[config.mk]
export PLATFORM = sky130hd
export DESIGN_NAME = dm_port_arbiter
export DESIGN_NICKNAME = d
export VERILOG_FILES = /design/src/rtl/dm_port_arbiter.sv
export SDC_FILE = /design/constraint.sdc
export NUM_CORES = 1
export LEC_CHECK = 0
export CELL_PAD_IN_SITES_DETAIL_PLACEMENT = 0
export CELL_PAD_IN_SITES_GLOBAL_PLACEMENT = 1
export CORE_UTILIZATION = 22
export DETAILED_ROUTE_END_ITERATION = 16
export GPL_TIMING_DRIVEN = 0
export PLACE_DENSITY_LB_ADDON = 0.25
export SLEW_MARGIN = 20
export SYNTH_ARGS = -nofsm -noshare
export SYNTH_HDL_FRONTEND = slang
export SYNTH_SLANG_ARGS = --single-unit
[constraint.sdc]
create_clock -name clk_i -period 1.8 [get_ports clk_i]
set_input_delay 0.18 -clock clk_i [delete_from_list [all_inputs] [get_ports clk_i]]
set_output_delay 0.18 -clock clk_i [all_outputs]
set_load 0.01 [all_outputs]
[src/rtl/dm_port_arbiter.sv]
// dm_port_arbiter: shares one memory data port between core and host, with anti-starvation, host lock and tagged read return
module dm_port_arbiter #(
  parameter int RD_LATENCY = 1,
  parameter int HOST_MAX_WAIT = 8
) (
  input  logic        clk_i,
  input  logic        rst_n_i,
  input  logic        c_req_i,
  input  logic        c_wen_i,
  input  logic [31:0] c_addr_i,
  input  logic [31:0] c_din_i,
  output logic        c_gnt_o,
  output logic        c_rvalid_o,
  output logic [31:0] c_dout_o,
  input  logic        h_req_i,
  input  logic        h_wen_i,
  input  logic [31:0] h_addr_i,
  input  logic [31:0] h_din_i,
  input  logic        h_lock_i,
  output logic        h_gnt_o,
  output logic        h_rvalid_o,
  output logic [31:0] h_dout_o,
  output logic        mem_wen_o,
  output logic [31:0] mem_addr_o,
  output logic [31:0] mem_din_o,
  input  logic [31:0] mem_dout_i
);
  localparam int WW = HOST_MAX_WAIT > 0 ? $clog2(HOST_MAX_WAIT + 1) : 1;
  localparam int TW = 2 * RD_LATENCY;
  localparam logic [WW-1:0] MAX_W = WW'(HOST_MAX_WAIT);
  localparam logic [0:0] ARB = 1'b0;
  localparam logic [0:0] LOCK = 1'b1;
  logic [0:0] state;
  logic [WW-1:0] wait_cnt;
  logic [TW-1:0] tag;
  logic [31:0] c_dout_q, h_dout_q;
  logic rd_v;
  assign h_gnt_o = h_req_i & ((state == LOCK) | ~c_req_i | (wait_cnt == MAX_W));
  assign c_gnt_o = c_req_i & (state == ARB) & ~h_gnt_o;
  assign mem_wen_o = (c_gnt_o & c_wen_i) | (h_gnt_o & h_wen_i);
  assign mem_addr_o = h_gnt_o ? h_addr_i : c_gnt_o ? c_addr_i : '0;
  assign mem_din_o = h_gnt_o ? h_din_i : c_gnt_o ? c_din_i : '0;
  assign rd_v = (c_gnt_o & ~c_wen_i) | (h_gnt_o & ~h_wen_i);
  // tag pipe entry = {valid, is_host}; the oldest entry sits in the top two bits
  assign c_rvalid_o = tag[TW-1] & ~tag[TW-2];
  assign h_rvalid_o = tag[TW-1] & tag[TW-2];
  assign c_dout_o = c_rvalid_o ? mem_dout_i : c_dout_q;
  assign h_dout_o = h_rvalid_o ? mem_dout_i : h_dout_q;
  // in LOCK every host request is granted, so both states share one next-state rule
  always_ff @(posedge clk_i or negedge rst_n_i) begin
    if (!rst_n_i) begin
      state <= ARB;
      wait_cnt <= '0;
      tag <= '0;
      c_dout_q <= '0;
      h_dout_q <= '0;
    end else begin
      state <= (h_gnt_o & h_lock_i) ? LOCK : ARB;
      wait_cnt <= (h_req_i & ~h_gnt_o) ? ((wait_cnt == MAX_W) ? wait_cnt : wait_cnt + 1'b1) : '0;
      tag <= TW'({tag, rd_v, h_gnt_o});
      c_dout_q <= c_dout_o;
      h_dout_q <= h_dout_o;
    end
  end
endmodule

==> impl_metrics.tcl <==
set metrics [dict create \
    totalPowerFinal_mw 6.69 \
    status "finished, violations left" \
    place_hpwl_mm 12.7 \
    crit_type "flip-flop to output pin" \
    crit_chain "inv_1 > ha_2 > and3b_4 > o21a_4 > buf_12 > buf_8 > a22o_4 > buf_6" \
    grt_use_total_pct 20.3 \
    rsz0062_at_grt "yes" \
    fp.dieH_um 126 \
    cts_max_level 3 \
    worst_pin_slew_ns 0.299 \
    wirelength_mm 16.7 \
    p_int_mw 4.86 \
    start_util_pct 22.8 \
    finalSetupViolCount 115 \
    fp.dieW_um 126 \
    fmaxAchievable_mhz 459 \
    final_hold_viol_count 0 \
    slew_violations 0 \
    synth_seq_cells 71 \
    end_kind "output pin" \
    period_needed_ns 2.18 \
    clk_latency_ns 0.32 \
    finClkSkew_ns 0.00809 \
    violations "negative setup slack" \
    cts_tree "yes" \
    synthTopCellsByArea "dfrtp_1, mux2_2, a22o_1, buf_2, buf_6" \
    holdWs_ns 0.264 \
    yosys.area.top_type "dfrtp_1" \
    syn_inst 246 \
    switchingPower_mw 1.83 \
    crit_end "mem_din_o[22]" \
    synth.distinct_cells 20 \
    yosysWarnings 0 \
    ff2ff_setup_slack_ns 0.20 \
    final_area_sq_mm 0.00775 \
    crit_path_max_fanout 7 \
    routed_via_density 4.50 \
    cpMaxStageDelayCell "dfrtp_1" \
    hold_class "input port to async pin" \
    pwr_density_cell_mw_per_mm2 864 \
    drtIter0Drc 67 \
    finalNetCount 782 \
    crit_family "compound AO/OA/AOI/OAI gates" \
    grt_overflow 0 \
    finalNonFillerCells 801 \
    grt_pass1_vias 3924 \
    grt_max_degree 58 \
    root_buffer "clkbuf_16" \
    required_ns 1.62 \
    r2r-start "wait_cnt[0]" \
    synth_nets 415 \
    startpoint "wait_cnt[0]" \
    gp_congestion 0.877 \
    post-route-drc-count 0 \
    clock_path_buffers 2 \
    dpl.cell_count 730 \
    critPathArrivalTime_ns 2.00 \
    cap_violations 0 \
    p_seq_share_pct 30.6 \
    row_count 44 \
    grt_first_pass_wirelength_mm 23.8 \
    fin_ws_ns -0.377 \
    num_vias 3604 \
    reg2reg_depth 7 \
    clkPwrFrac_pct 25.2 \
    final_util_pct 52.5 \
    drive_gt1_share_pct 47.8 \
    power_leakage_nw 3.77 \
    startpoint_type "flip-flop" \
    coreArea_sq_mm 0.0148 \
    fillers 1331 \
    synthArstFlopShare_pct 100 \
    numPortBuffers 299 \
    ys_seq_area_share_pct 52.7 \
    numCtsBuffers 9 \
    clk_pin_slew_ns 0.05 \
    synth_edf_count 0 \
    vdd_ir_drop_max_uv 400 \
    diodes 0 \
    postSynthAreaPerCell_sq_um 13.7 \
    wire_per_inst_um 20.8 \
    dieArea_sq_mm 0.0158 \
    dr.pass1.iters 4 \
    rr_endpoint "tag[1]" \
    switching_share_pct 27.4 \
    synth_top_flop_cell "dfrtp_1" \
    post-route-period-util_pct 121 \
    synthesis.area_sq_mm 0.00337 \
    combPwrFrac_pct 44.2 \
    preCtsSetupSlack_ns -0.635 \
    path_buf_inv 4 \
    ios 300 \
    ant_nets 0 \
    worstSetupPathDepth 8 \
    finalSetupTns_ns -21.84 \
    synth_top_area_share_pct 52.7 \
    maxSlewHeadroom_pct 80.1 \
    slowest_delay_ns 0.35 \
    cts.sinks 71 \
    area_delta_synth_final_pct 130 \
    antenna_found_initial 1 \
    place_area_sq_mm 0.00662 \
]
-- power by group through the flow --
stage	registers (mW)	clock network, mW	logic (mW)
after global routing	2.08	1.80	3.12
after floorplan	2.01	0	0.919
after CTS	2.03	1.72	2.72
final	2.05	1.69	2.96
after detailed placement	2.05	0	2.45
after global placement	2.03	0	2.40
-- kinds of logic (layout without fill, tap and decap cells) --
| group | count (synthesis) | after routing | share of synthesized area, % |
|---|---|---|---|
| AO/OA/AOI/OAI | 68 | 68 | 17.9 |
| buffers and inverters | 28 | 399 | 4.72 |
| AND/OR/NAND/NOR | 11 | 11 | 2.04 |
| flip-flops | 71 | 71 | 52.7 |
| adder cells (fa/ha/maj) | 2 | 2 | 0.743 |
| XOR/XNOR | 2 | 2 | 0.520 |
| multiplexers | 64 | 64 | 21.4 |
-- how the worst min path moves through the flow --
stage,startpoint,end,slack (ns),cells after the start
finish,rst_n_i,c_dout_q[13],0.26,2
global route,rst_n_i,h_dout_q[13],0.29,2
CTS,rst_n_i,c_dout_q[13],0.25,2
detailed placement,rst_n_i,h_dout_q[13],0.06,1
global placement,h_dout_q[23],h_dout_q[23],0.48,1
floorplan,rst_n_i,c_dout_q[0],-0.12,0
-- cell usage in the layout, fill, tap and decap left out, drive strengths merged, types with 2 or more instances in the layout --
master / instances
and3: 2
a22o: 66
xnor2: 2
clkdlybuf4s15: 5
inv: 7
dfrtp: 71
ha: 2
nor4: 2
clkdlybuf4s50: 165
clkinv: 2
mux2: 64
buf: 203
nand2b: 2
clkbuf: 13
-- routing by layer --
layer / GRT usage, % / vias to the layer above / wire, um
met1: 22.0 / 1755 / 6270
met5: 0 / - / 13
met3: 6.41 / 14 / 1250
met2: 38.2 / 171 / 8870
met4: 4.89 / 2 / 248
li1: - / 1662 / -
-- timing repair --
| action | in CTS | in global routing |
|---|---|---|
| setup buffers | 41 | 29 |
| setup endpoints to repair | 133 | 129 |
| pin swaps | 17 | 22 |
| hold endpoints to repair | 14 | 0 |
| resized for setup | 684 | 84 |
| hold buffers | 1 | 0 |
| cloned | 8 | 1 |
-- registers in the layout, summed over array words and instances (netlist names) --
signal,flops
state,1
h_dout_q,32
wait_cnt,4
tag,2
c_dout_q,32
-- final cells by class --
type / count / area (sq um) / share of cell area, %
Sequential cell: 71 / 1780 / 22.9
Tap cell: 184 / 230 / 2.97
Timing Repair Buffer: 365 / 3580 / 46.2
Clock buffer: 11 / 233 / 3.00
Clock inverter: 4 / 47.5 / 0.613
Inverter: 7 / 26.3 / 0.339
Multi-Input combinational cell: 147 / 1700 / 21.9
Buffer: 12 / 163 / 2.10
-- cells in the mapped netlist, drive strengths merged (2+ instances only) --
cell type / n
buf: 20
a22o: 66
nand2b: 2
nor4: 2
mux2: 64
dfrtp: 71
inv: 7
and3: 2
ha: 2
xnor2: 2
(Power assumes the default switching activity.)
